==> config.mk <==
export PLATFORM = sky130hd
export DESIGN_NAME = frame_sequencer
export DESIGN_NICKNAME = d
export VERILOG_FILES = /design/src/rtl/frame_sequencer.sv
export SDC_FILE = /design/constraint.sdc
export NUM_CORES = 1
export LEC_CHECK = 0
export ABC_AREA = 1
export CAP_MARGIN = 20
export CORE_UTILIZATION = 57
export DETAILED_ROUTE_END_ITERATION = 16
export PLACE_DENSITY = 0.84
export SLEW_MARGIN = 20
export SYNTH_ARGS = -nofsm -noshare
export SYNTH_HDL_FRONTEND = slang
export SYNTH_SLANG_ARGS = --single-unit
==> constraint.sdc <==
create_clock -name SYSTEM_CLK -period 6.7 [get_ports SYSTEM_CLK]
set_input_delay 1.005 -clock SYSTEM_CLK [delete_from_list [all_inputs] [get_ports SYSTEM_CLK]]
set_output_delay 1.005 -clock SYSTEM_CLK [all_outputs]
set_load 0.02 [all_outputs]
==> src/rtl/frame_sequencer.sv <==
// Frame capture controller for the pixel array: erase, exposure, ramp conversion,
// then a stallable row/beat readout. All outputs are registered Moore decodes of the next state.
module frame_sequencer #(
    parameter int WIDTH                  = 4,
    parameter int HEIGHT                 = 2,
    parameter int OUTPUT_BUS_PIXEL_WIDTH = 2,
    parameter int BIT_DEPTH              = 10,
    parameter int ERASE_CYCLES           = 5,
    parameter int EXPOSE_W               = 8,
    localparam int BEATS  = WIDTH / OUTPUT_BUS_PIXEL_WIDTH,
    localparam int ROW_W  = (HEIGHT > 1) ? $clog2(HEIGHT) : 1,
    localparam int BEAT_W = (BEATS > 1) ? $clog2(BEATS) : 1
) (
    input  logic                SYSTEM_CLK,
    input  logic                SYSTEM_RESET_N,
    input  logic                START,
    input  logic                ABORT,
    input  logic [EXPOSE_W-1:0] CFG_EXPOSE,
    input  logic                CFG_CONTINUOUS,
    input  logic                DATA_READY,
    output logic                BUSY,
    output logic                FRAME_DONE,
    output logic [7:0]          FRAME_COUNT,
    output logic                POWER_ENABLE,
    output logic                WRITE_ENABLE,
    output logic                COUNTER_RESET,
    output logic                ERASE,
    output logic                EXPOSE,
    output logic                CONVERT,
    output logic [BIT_DEPTH-1:0] RAMP_CODE,
    output logic                DATA_VALID,
    output logic [ROW_W-1:0]    READ_ROW,
    output logic [BEAT_W-1:0]   READ_BEAT
);

    function automatic int max3(input int a, input int b, input int c);
        int m;
        m = (a > b) ? a : b;
        return (m > c) ? m : c;
    endfunction

    localparam int CNT_W = $clog2(max3(ERASE_CYCLES, 2**EXPOSE_W, 2**BIT_DEPTH) + 1);
    localparam logic [CNT_W-1:0]  ERASE_LAST = CNT_W'(ERASE_CYCLES - 1);
    localparam logic [CNT_W-1:0]  CONV_LAST  = CNT_W'(2**BIT_DEPTH - 1);
    localparam logic [ROW_W-1:0]  ROW_LAST   = ROW_W'(HEIGHT - 1);
    localparam logic [BEAT_W-1:0] BEAT_LAST  = BEAT_W'(BEATS - 1);

    typedef enum logic [2:0] {
        S_IDLE, S_ERASE, S_EXPOSE, S_CONVERT, S_READ, S_DONE
    } state_t;

    state_t               r_state, w_state_nxt;
    logic [CNT_W-1:0]     r_cnt, w_cnt_nxt, w_exp_last;
    logic [ROW_W-1:0]     r_row, w_row_nxt;
    logic [BEAT_W-1:0]    r_beat, w_beat_nxt;
    logic [EXPOSE_W-1:0]  r_exp_len, w_cfg_e;
    logic                 w_latch;
    logic                 r_busy, r_frame_done, r_power, r_write, r_erase, r_expose, r_convert, r_valid;
    logic [7:0]           r_frame_count;
    logic [BIT_DEPTH-1:0] r_ramp;

    // A zero exposure request is promoted to one cycle so EXPOSE always appears
    assign w_cfg_e    = (CFG_EXPOSE == '0) ? EXPOSE_W'(1) : CFG_EXPOSE;
    assign w_exp_last = CNT_W'(r_exp_len) - CNT_W'(1);

    always_comb begin
        w_state_nxt = r_state;
        w_cnt_nxt   = r_cnt + CNT_W'(1);
        w_row_nxt   = r_row;
        w_beat_nxt  = r_beat;
        w_latch     = 1'b0;
        case (r_state)
            S_IDLE: begin
                if (START && !ABORT) begin
                    w_state_nxt = S_ERASE;
                    w_latch     = 1'b1;
                end
            end
            S_ERASE:   if (r_cnt == ERASE_LAST) w_state_nxt = S_EXPOSE;
            S_EXPOSE:  if (r_cnt == w_exp_last) w_state_nxt = S_CONVERT;
            S_CONVERT: if (r_cnt == CONV_LAST)  w_state_nxt = S_READ;
            S_READ: begin
                if (DATA_READY) begin
                    if (r_beat == BEAT_LAST) begin
                        w_beat_nxt = '0;
                        if (r_row == ROW_LAST) w_state_nxt = S_DONE;
                        else                   w_row_nxt   = r_row + ROW_W'(1);
                    end else begin
                        w_beat_nxt = r_beat + BEAT_W'(1);
                    end
                end
            end
            S_DONE: begin
                if (CFG_CONTINUOUS) begin
                    w_state_nxt = S_ERASE;
                    w_latch     = 1'b1;
                end else begin
                    w_state_nxt = S_IDLE;
                end
            end
            default: w_state_nxt = S_IDLE;
        endcase
        // Abort overrides everything, including a continuous restart out of DONE
        if (ABORT && (r_state != S_IDLE)) begin
            w_state_nxt = S_IDLE;
            w_latch     = 1'b0;
        end
        if ((w_state_nxt != r_state) || (w_state_nxt inside {S_IDLE, S_READ, S_DONE})) w_cnt_nxt = '0;
        if (w_state_nxt != S_READ) begin
            w_row_nxt  = '0;
            w_beat_nxt = '0;
        end
    end

    always_ff @(posedge SYSTEM_CLK or negedge SYSTEM_RESET_N) begin
        if (!SYSTEM_RESET_N) begin
            r_state       <= S_IDLE;
            r_cnt         <= '0;
            r_row         <= '0;
            r_beat        <= '0;
            r_exp_len     <= EXPOSE_W'(1);
            r_busy        <= 1'b0;
            r_frame_done  <= 1'b0;
            r_frame_count <= 8'd0;
            r_power       <= 1'b0;
            r_write       <= 1'b0;
            r_erase       <= 1'b0;
            r_expose      <= 1'b0;
            r_convert     <= 1'b0;
            r_valid       <= 1'b0;
            r_ramp        <= '0;
        end else begin
            r_state      <= w_state_nxt;
            r_cnt        <= w_cnt_nxt;
            r_row        <= w_row_nxt;
            r_beat       <= w_beat_nxt;
            if (w_latch) r_exp_len <= w_cfg_e;
            r_busy       <= (w_state_nxt != S_IDLE);
            r_frame_done <= (w_state_nxt == S_DONE);
            if (w_state_nxt == S_DONE) r_frame_count <= r_frame_count + 8'd1;
            r_power      <= (w_state_nxt inside {S_EXPOSE, S_CONVERT, S_READ});
            r_write      <= (w_state_nxt inside {S_EXPOSE, S_CONVERT});
            r_erase      <= (w_state_nxt == S_ERASE);
            r_expose     <= (w_state_nxt == S_EXPOSE);
            r_convert    <= (w_state_nxt == S_CONVERT);
            r_valid      <= (w_state_nxt == S_READ);
            r_ramp       <= (w_state_nxt == S_CONVERT) ? w_cnt_nxt[BIT_DEPTH-1:0] : '0;
        end
    end

    assign BUSY          = r_busy;
    assign FRAME_DONE    = r_frame_done;
    assign FRAME_COUNT   = r_frame_count;
    assign POWER_ENABLE  = r_power;
    assign WRITE_ENABLE  = r_write;
    assign COUNTER_RESET = r_erase;
    assign ERASE         = r_erase;
    assign EXPOSE        = r_expose;
    assign CONVERT       = r_convert;
    assign RAMP_CODE     = r_ramp;
    assign DATA_VALID    = r_valid;
    assign READ_ROW      = r_row;
    assign READ_BEAT     = r_beat;

endmodule

==> results.json, run 1 <==
{
  "outcome": "completed",
  "synth_cell_types": 37,
  "area_growth_pct": 20.2,
  "fin_setup_tns_ns": 0,
  "cts_hold_buf": 0,
  "ir_drop_mv": 0.259,
  "clockRootBuffer": "clkbuf_8",
  "grt_start_max_net_pins": 51,
  "grt_first_pass_wirelength_um": 9540,
  "cp_slowest_stage_delay_ns": 0.60,
  "clkTransAtPathRegs_ns": 0.09,
  "final_util_pct": 71.9,
  "die-width_um": 70.0,
  "synth_xor_area_share_pct": 3.65,
  "io_pins": 43,
  "vias_per_cell": 5.12,
  "ctsResizeCount": 0,
  "multi_input_area_um2": 1120,
  "slew_viol_final": 0,
  "power_leakage_nw": 1.63,
  "wire_per_inst_um": 12.8,
  "placed_area_um2": 3090,
  "syn_nets": 353,
  "hold_path.class": "reg2reg",
  "yosys.area.top_type": "dfrtp_1",
  "die_y_um": 70.0,
  "synth-compound-area-share_pct": 4.08,
  "die_area_um2": 4910,
  "r2r_slack_ns": 3.76,
  "dp_slack_ns": 3.50,
  "rsz0062_at_grt": "false",
  "finalPower_uw": 856,
  "finalHoldViolCount": 0,
  "rr_worst_depth": 15,
  "tritoncts": "yes",
  "num_vias": 2212,
  "reg2reg_from": "r_exp_len[0]$_DFFE_PN1P_",
  "syn_area_um2": 2640,
  "path_class": "reg2reg",
  "cp-end-kind": "flip-flop",
  "post-route-period-util_pct": 43.9,
  "drive_gt1_share_pct": 8.42,
  "clk_latency_ns": 0.31,
  "tightest_slew_ns": 0.852,
  "synth.mux.area_fraction_pct": 0.427,
  "dp_hpwl_um": 4060,
  "synthTopCellsByCount": "nand2_1 (81), inv_1 (55), dfrtp_1 (49), nor2_1 (42), nand3_1 (18)",
  "crit_slowest_cell": "o21ai_1",
  "period_needed_ns": 2.94,
  "max_cap_violations": 0,
  "wl_um": 5540,
  "clockBufferDepth": 2,
  "met1_usage_pct": 28.7,
  "gr-usage-met3_pct": 5.63,
  "fin_nets": 397,
  "rows": 24,
  "crit_chain": "inv_1 -> ha_1 -> inv_1 -> nand2_1 -> nand2_1 -> nand3_1 -> nor2_1 -> nand2_1 -> nor2_1 -> nand3_1 -> nand2_2 -> nand2_2 -> o21ai_1 -> nand4_1 -> nor2_1",
  "ys_async_sr_fraction_pct": 100,
  "holdPathEnd": "FRAME_COUNT[0]$_DFFE_PN0P_",
  "final_area_um2": 3170,
  "yosys-top-cells-area": "dfrtp_1 (46%), nand2_1 (12%), inv_1 (7.8%)",
  "synth_edf_count": 0,
  "ant_nets": 0,
  "num_antenna_cells": 0,
  "synth_top_area_share_pct": 46.5,
  "synth_fa_ha_area_share_pct": 1.90,
  "hold_start": "FRAME_COUNT[0]$_DFFE_PN0P_",
  "rr_endpoint": "RAMP_CODE[8]$_DFF_PN0_",
  "worst_clock_skew_ns": 0.00634,
  "start_kind": "flip-flop",
  "cp.arrival_ns": 3.18,
  "power.density_nw_per_um2": 270,
  "place.gp.congestion": 0.842,
  "max_freq_mhz": 340,
  "slew_headroom_pct": 43.0,
  "cts_setup_buffers": 0,
  "required_ns": 6.94,
  "grt_use_met2_pct": 43.8,
  "antenna_found_initial": 0,
  "cp_max_fo": 11,
  "yosys_warnings": 0,
  "synthSimpleGateAreaFrac_pct": 32.4,
  "gr-total-overflow": 0,
  "avgSynthCellArea_um2": 7.88,
  "finalWorstSetupSlack_ns": 3.76,
  "syn_inst": 335,
  "core_area_um2": 4410,
  "globalRouteTotalUtil_pct": 24.8,
  "synth_top_family_by_area": "simple AND/OR/NAND/NOR gates",
  "yosysMostFrequentCell": "nand2_1",
  "initial_utilization_pct": 59.8,
  "seq_area_frac_synth_pct": 47.5,
  "io_buffer_count": 42,
  "fillCellCount": 348,
  "ys.flop_type": "dfrtp_1",
  "drcViolationCount": 0,
  "cts.sinks": 50,
  "holdPathStages": 1,
  "regArea_um2": 1250,
  "grt-busiest-layer": "met2",
  "cts_buffers": 5,
  "grt_pass1_vias": 2195,
  "synth-seq-cells": 50,
  "first_iter_violations": 136,
  "setup_viol": 0,
  "first_pass_iters": 4,
  "htreeDepth": 2
}
-- power by group --
group	leakage, nW	internal [mW]	switching (mW)
logic	0.907	0.113	0.196
registers	0.677	0.340	0.0351
clock network	0.0452	0.0738	0.0986
-- per-stage QoR --
| stage | instances | hold WS [ns] |
|---|---|---|
| 3_5_place_dp | 424 | 0.524 |
| 3_3_place_gp | 424 | 0.509 |
| 2_1_floorplan | 335 | 0.516 |
| 6_report | 432 | 0.545 |
| 4_1_cts | 432 | 0.547 |
| 5_1_grt | 432 | 0.571 |
-- worst max-delay path, delay by kind of cell, from the launching register on --
kind / cells / cell delay [ns]
AOI/OAI and AO/OA: 1 / 0.60
adders and majority gates: 1 / 0.32
buffers and inverters: 2 / 0.15
DFF: 1 / 0.55
and+or+nand+nor: 11 / 1.26
-- how the worst max path moves through the flow --
stage	endpoint	slack (ns)	cells after the start	startpoint
after floorplan	FRAME_COUNT[4]$_DFFE_PN0P_	4.53	16	r_exp_len[0]$_DFFE_PN1P_
after global placement	RAMP_CODE[7]$_DFF_PN0_	3.58	9	ABORT
after detailed placement	RAMP_CODE[8]$_DFF_PN0_	3.50	9	ABORT
after CTS	RAMP_CODE[8]$_DFF_PN0_	3.80	15	r_exp_len[0]$_DFFE_PN1P_
after global routing	RAMP_CODE[8]$_DFF_PN0_	3.41	15	r_exp_len[0]$_DFFE_PN1P_
final	RAMP_CODE[8]$_DFF_PN0_	3.76	15	r_exp_len[0]$_DFFE_PN1P_
-- area by class of cell --
class | count | area share (%)
Timing Repair Buffer | 43 | 13.3
Clock buffer | 6 | 2.29
Multi-Input combinational cell | 219 | 35.3
Sequential cell | 50 | 39.5
Clock inverter | 2 | 0.434
Inverter | 60 | 7.10
Tap cell | 52 | 2.05
-- routing by layer --
layer | vias up | share of wire (%)
met5 | - | 0
met4 | 0 | 1.6
met3 | 10 | 4.1
met2 | 46 | 51
met1 | 1027 | 43
li1 | 1129 | -
-- sequential cells by signal, indices dropped and copies added, names as in the netlist, 3 cells and up --
signal	flops
FRAME_COUNT	8
r_state	3
RAMP_CODE	10
r_exp_len	8
r_cnt	11
-- cell usage in the layout (no fill, tap or decap), types with 3 or more instances in the layout --
master           Yosys  layout
inv_1               55      55
inv_2                4       4
nor2_4               3       3
o21ai_0             13      13
dfrtp_1             49      49
clkdlybuf4s50_1      0      41
nor2_1              42      42
xor2_1               4       4
nor3_1               7       7
nand4_1             14      14
xnor2_1              7       7
nand3_1             18      18
clkbuf_8             0       5
nand2_2              5       5
ha_1                 4       4
nand2_1             81      81
-- logic make-up after synthesis --
family	after synthesis
simple gates	184
buf+inv	66
flops	50
compound gates	19
xor+xnor	11
fa+ha+maj	4
mux	1
Power figures use the tool's default switching activity.
==> run 2: changes to the inputs <==
--- a/config.mk
+++ b/config.mk
@@ -7,9 +7,9 @@
 export LEC_CHECK = 0
 export ABC_AREA = 1
 export CAP_MARGIN = 20
-export CORE_UTILIZATION = 57
+export CORE_UTILIZATION = 48
 export DETAILED_ROUTE_END_ITERATION = 16
-export PLACE_DENSITY = 0.84
+export PLACE_DENSITY = 0.76
 export SLEW_MARGIN = 20
 export SYNTH_ARGS = -nofsm -noshare
 export SYNTH_HDL_FRONTEND = slang
==> constraint.sdc (replaced) <==
create_clock -name SYSTEM_CLK -period 2.5 [get_ports SYSTEM_CLK]
set_input_delay 0.375 -clock SYSTEM_CLK [delete_from_list [all_inputs] [get_ports SYSTEM_CLK]]
set_output_delay 0.375 -clock SYSTEM_CLK [all_outputs]
set_load 0.02 [all_outputs]
==> results.json, run 2 (synthesized netlist as in run 1, its figures left out) <==
{
  "outcome": "completed",
  "hold_path.class": "in2async",
  "final_cell_mix": "nand2_1 (81), inv_1 (53), dfrtp_1 (49), nor2_1 (41), clkdlybuf4s50_1 (41)",
  "wl_um": 5110,
  "antenna_found_initial": 0,
  "clkTransAtPathRegs_ns": 0.10,
  "slew_viol_final": 0,
  "cp.arrival_ns": 2.61,
  "whs_ns": 0.185,
  "cts_buffers": 5,
  "grt-busiest-layer": "met2",
  "tritoncts": "yes",
  "finalPower_mw": 2.53,
  "ir_drop_mv": 0.423,
  "max_freq_mhz": 420,
  "place.gp.congestion": 0.896,
  "largest-register": "r_cnt",
  "wire_per_inst_um": 11.1,
  "num_antenna_cells": 0,
  "io_pins": 43,
  "io_buffer_count": 42,
  "setup.worst_path.start": "r_exp_len[0]$_DFFE_PN1P_",
  "rows": 26,
  "endpoint": "RAMP_CODE[8]$_DFF_PN0_",
  "clockBufferDepth": 2,
  "required_ns": 2.73,
  "worst_clock_skew_ns": 0.0130,
  "start_kind": "flip-flop",
  "reg2reg_from": "r_exp_len[0]$_DFFE_PN1P_",
  "core_area_um2": 5200,
  "grt_use_met2_pct": 32.7,
  "die_y_um": 76.1,
  "power.density_nw_per_um2": 760,
  "drive_gt1_share_pct": 12.1,
  "cp-end-kind": "flip-flop",
  "die_area_um2": 5800,
  "area_growth_pct": 26.4,
  "gr-total-overflow": 0,
  "post-route-period-util_pct": 95.1,
  "first_iter_violations": 99,
  "power_leakage_nw": 1.68,
  "path_class": "reg2reg",
  "dp_hpwl_um": 3860,
  "ant_nets": 0,
  "largest_reg_flops": 11,
  "fin_cells": 458,
  "dp_cells": 446,
  "die-width_um": 76.1,
  "globalRouteTotalUtil_pct": 19.2,
  "fin_setup_tns_ns": 0,
  "num_vias": 2193,
  "clk_latency_ns": 0.31,
  "finalHoldViolCount": 0,
  "final_util_pct": 64.1,
  "grt_start_max_net_pins": 43,
  "rr_endpoint": "RAMP_CODE[8]$_DFF_PN0_",
  "grt_pass1_vias": 2099,
  "slew_headroom_pct": 40.0,
  "first_pass_iters": 4,
  "max_cap_violations": 0,
  "fin_nets": 405,
  "initial_utilization_pct": 50.7,
  "tightest_slew_ns": 0.900,
  "final_common_cell": "nand2_1",
  "cts.sinks": 50,
  "clockRootBuffer": "clkbuf_8",
  "cp_max_fo": 6,
  "period_needed_ns": 2.38,
  "grt_first_pass_wirelength_um": 8970,
  "met1_usage_pct": 25.0,
  "gr-usage-met3_pct": 3.23,
  "vias_per_cell": 4.79,
  "rr_worst_depth": 15,
  "drcViolationCount": 0,
  "setup_viol": 0,
  "htreeDepth": 2,
  "r2r_slack_ns": 0.12
}
==> run 2: how the worst min path moves through the flow <==
stage,end,slack [ns],depth (start not counted)
floorplan,BUSY$_DFF_PN0_,0.08,0
global placement,READ_ROW$_DFFE_PN0P_,0.51,1
detailed placement,FRAME_COUNT[7]$_DFFE_PN0P_,0.52,2
CTS,r_exp_len[7]$_DFFE_PN0P_,0.21,1
global route,r_exp_len[7]$_DFFE_PN0P_,0.28,1
finish,r_exp_len[7]$_DFFE_PN0P_,0.18,1
==> run 2: layout make-up <==
type / instances / area, um2
clock buffers: 6 / 72.6
multi-input cells: 219 / 1170
well taps: 70 / 87.6
inverters: 60 / 228
repair buffers: 51 / 487
flip-flops and latches: 50 / 1250
clock inverters: 2 / 37.5
fillers: 474 / 1870
==> run 2: worst max-delay path: stages (launching register included) <==
cell and delay [ns]:
dfstp_2 0.57, inv_4 0.05, ha_4 0.26, nand2_1 0.05, nand2_1 0.06, nand3_1 0.08
nor2_1 0.10, nand2_1 0.06, nor2_1 0.14, nand3_2 0.16, nand2_4 0.14, nand2_4 0.07
o21ai_4 0.17, buf_6 0.14, nand4_1 0.10, nor2_1 0.14
==> run 2: where the power goes <==
part | switching, mW | internal [mW]
sequential | 0.0926 | 0.910
clock | 0.265 | 0.299
combinational | 0.563 | 0.405
total | 0.921 | 1.61
==> run 2: what timing repair did <==
action / in CTS / in global routing
cloned: 0 / 1
gates resized for setup: 0 / 15
pin swaps: 0 / 6
endpoints found under the setup margin: 1 / 30
setup buffers: 0 / 3
hold buffers: 0 / 0
==> run 2: stage by stage <==
stage | worst slack [ns] | area (um2)
6_report | 0.121 | 3330
5_1_grt | -0.0467 | 3330
4_1_cts | -0.0202 | 3250
3_5_place_dp | 0.000792 | 3140
3_3_place_gp | 0.0268 | 3140
2_1_floorplan | 0.328 | 2640
==> run 2: per-layer routing <==
metal  vias up  routed length [um]
li1       1141                   -
met1       999                2460
met2        45                2390
met3         8                 170
met4         0                  82
met5         -                   0
==> run 3: changes to the inputs <==
--- a/config.mk
+++ b/config.mk
@@ -7,9 +7,9 @@
 export LEC_CHECK = 0
 export ABC_AREA = 1
 export CAP_MARGIN = 20
-export CORE_UTILIZATION = 48
+export CORE_UTILIZATION = 57
 export DETAILED_ROUTE_END_ITERATION = 16
-export PLACE_DENSITY = 0.76
+export PLACE_DENSITY = 0.84
 export SLEW_MARGIN = 20
 export SYNTH_ARGS = -nofsm -noshare
 export SYNTH_HDL_FRONTEND = slang
==> constraint.sdc (replaced) <==
create_clock -name SYSTEM_CLK -period 2.8 [get_ports SYSTEM_CLK]
set_input_delay 0.42 -clock SYSTEM_CLK [delete_from_list [all_inputs] [get_ports SYSTEM_CLK]]
set_output_delay 0.42 -clock SYSTEM_CLK [all_outputs]
set_load 0.02 [all_outputs]
==> results.json, run 3 (synthesized netlist as in run 1, its figures left out) <==
{
  "outcome": "completed",
  "num_antenna_cells": 0,
  "power.density_nw_per_um2": 674,
  "cts.sinks": 50,
  "cp_slowest_stage_delay_ns": 0.56,
  "cp-end-kind": "flip-flop",
  "die-width_um": 70.0,
  "wire_per_inst_um": 12.0,
  "dp_hpwl_um": 3940,
  "io_buffer_count": 42,
  "largest_reg_flops": 11,
  "antenna_found_initial": 0,
  "crit_slowest_cell": "dfstp_2",
  "ctsResizeCount": 0,
  "wl_um": 5230,
  "post-route-period-util_pct": 85.7,
  "final_cell_mix": "nand2_1 (81), inv_1 (55), dfrtp_1 (49), nor2_1 (42), clkdlybuf4s50_1 (41)",
  "clkTransAtPathRegs_ns": 0.10,
  "fillCellCount": 360,
  "whs_ns": 0.0281,
  "vias_per_cell": 5.06,
  "setup_viol": 0,
  "io_pins": 43,
  "tightest_slew_ns": 0.411,
  "rsz0062_at_grt": "false",
  "clk_latency_ns": 0.31,
  "max_cap_violations": 0,
  "grt_pass1_vias": 2101,
  "cts_hold_buf": 0,
  "clockBufferDepth": 2,
  "period_needed_ns": 2.40,
  "rows": 24,
  "cts_buffers": 5,
  "grt_first_pass_wirelength_um": 8990,
  "required_ns": 3.01,
  "area_growth_pct": 22.2,
  "ant_nets": 0,
  "fin_nets": 400,
  "cp_common_cell": "nand2_1",
  "path_class": "reg2reg",
  "drcViolationCount": 0,
  "crit_chain": "inv_1 -> ha_1 -> inv_1 -> nand2_1 -> nand2_1 -> nand3_1 -> nor2_1 -> nand2_1 -> nor2_1 -> nand3_1 -> a21oi_2 -> nand3_4 -> inv_2 -> nand2_1 -> nand2_1 -> nand2_1",
  "start_kind": "flip-flop",
  "tritoncts": "yes",
  "finalHoldViolCount": 0,
  "num_vias": 2202,
  "worst_clock_skew_ns": 0.00781,
  "cp.arrival_ns": 2.61,
  "crit_family": "simple AND/OR/NAND/NOR gates",
  "largest-register": "r_cnt",
  "drive_gt1_share_pct": 9.40,
  "slew_headroom_pct": 72.6,
  "clockRootBuffer": "clkbuf_8",
  "grt_start_max_net_pins": 34,
  "hold_path.class": "in2async",
  "htreeDepth": 2,
  "globalRouteTotalUtil_pct": 23.2,
  "max_freq_mhz": 417,
  "cp_num_buf_inv": 3,
  "die_area_um2": 4910,
  "slew_viol_final": 0,
  "place.gp.congestion": 0.834,
  "first_iter_violations": 153,
  "cp_max_fo": 10,
  "final_common_cell": "nand2_1",
  "fin_setup_tns_ns": 0,
  "initial_utilization_pct": 59.8,
  "core_area_um2": 4410,
  "first_pass_iters": 4,
  "power_leakage_nw": 1.66,
  "die_y_um": 70.0,
  "cts_setup_buffers": 0,
  "ir_drop_mv": 0.455,
  "gr-total-overflow": 0
}
==> run 3: changes by cell type in the layout (fill, tap and decap cells not counted), sizes merged <==
cell / delta
buf: -5
clkinv: +2
clkbuf: -1
clkinvlp: -1
==> run 3: routing by layer <==
| metal | GRT usage (%) | up-vias | share of wire, % |
|---|---|---|---|
| li1 | - | 1129 | - |
| met1 | 28.4 | 1027 | 45 |
| met2 | 40.3 | 41 | 49 |
| met3 | 5.48 | 5 | 4.5 |
| met4 | 7.56 | 0 | 1.2 |
| met5 | 0 | - | 0 |
==> run 3: report_power, final <==
part	total [mW]	leakage, nW	switching, mW	internal, mW
combinational	0.754	0.922	0.472	0.282
clock	0.519	0.0587	0.249	0.271
sequential	0.901	0.677	0.0885	0.813
==> run 3: final timing paths <==
path | startpoint | to | slack [ns] | cells past startpoint
setup reg to reg | r_exp_len[0]$_DFFE_PN1P_ | FRAME_COUNT[4]$_DFFE_PN0P_ | 0.40 | 16
hold reg to reg | READ_ROW$_DFFE_PN0P_ | READ_ROW$_DFFE_PN0P_ | 0.52 | 1
setup / recovery | r_exp_len[0]$_DFFE_PN1P_ | FRAME_COUNT[4]$_DFFE_PN0P_ | 0.40 | 16
max in group asynchronous | SYSTEM_RESET_N | r_cnt[0]$_DFF_PN0_ | 2.02 | 2
hold / removal | SYSTEM_RESET_N | r_exp_len[7]$_DFFE_PN0P_ | 0.03 | 1
min in group SYSTEM_CLK | READ_ROW$_DFFE_PN0P_ | READ_ROW$_DFFE_PN0P_ | 0.52 | 1
==> run 3: layout make-up <==
type	instances	area (um2)	area share, %
clock buffer	5	68.8	2.13
clock inverter	3	47.5	1.47
inverter	60	225	6.98
multi-input combinational	219	1120	34.8
sequential	50	1250	38.8
tap	52	65.1	2.02
timing repair buffer	46	445	13.8
==> run 3: through the flow <==
step / total power [mW] / setup slack, ns / util [%] / cells / cell area [um2]
2_1_floorplan: 1.47 / 0.628 / - / 335 / 2640
3_3_place_gp: 1.64 / 0.513 / 70.4 / 427 / 3110
3_5_place_dp: 1.66 / 0.411 / 70.4 / 427 / 3110
4_1_cts: 2.18 / 0.397 / 73.1 / 435 / 3230
5_1_grt: 2.32 / 0.154 / 73.1 / 435 / 3230
6_report: 2.17 / 0.399 / 73.1 / 435 / 3230
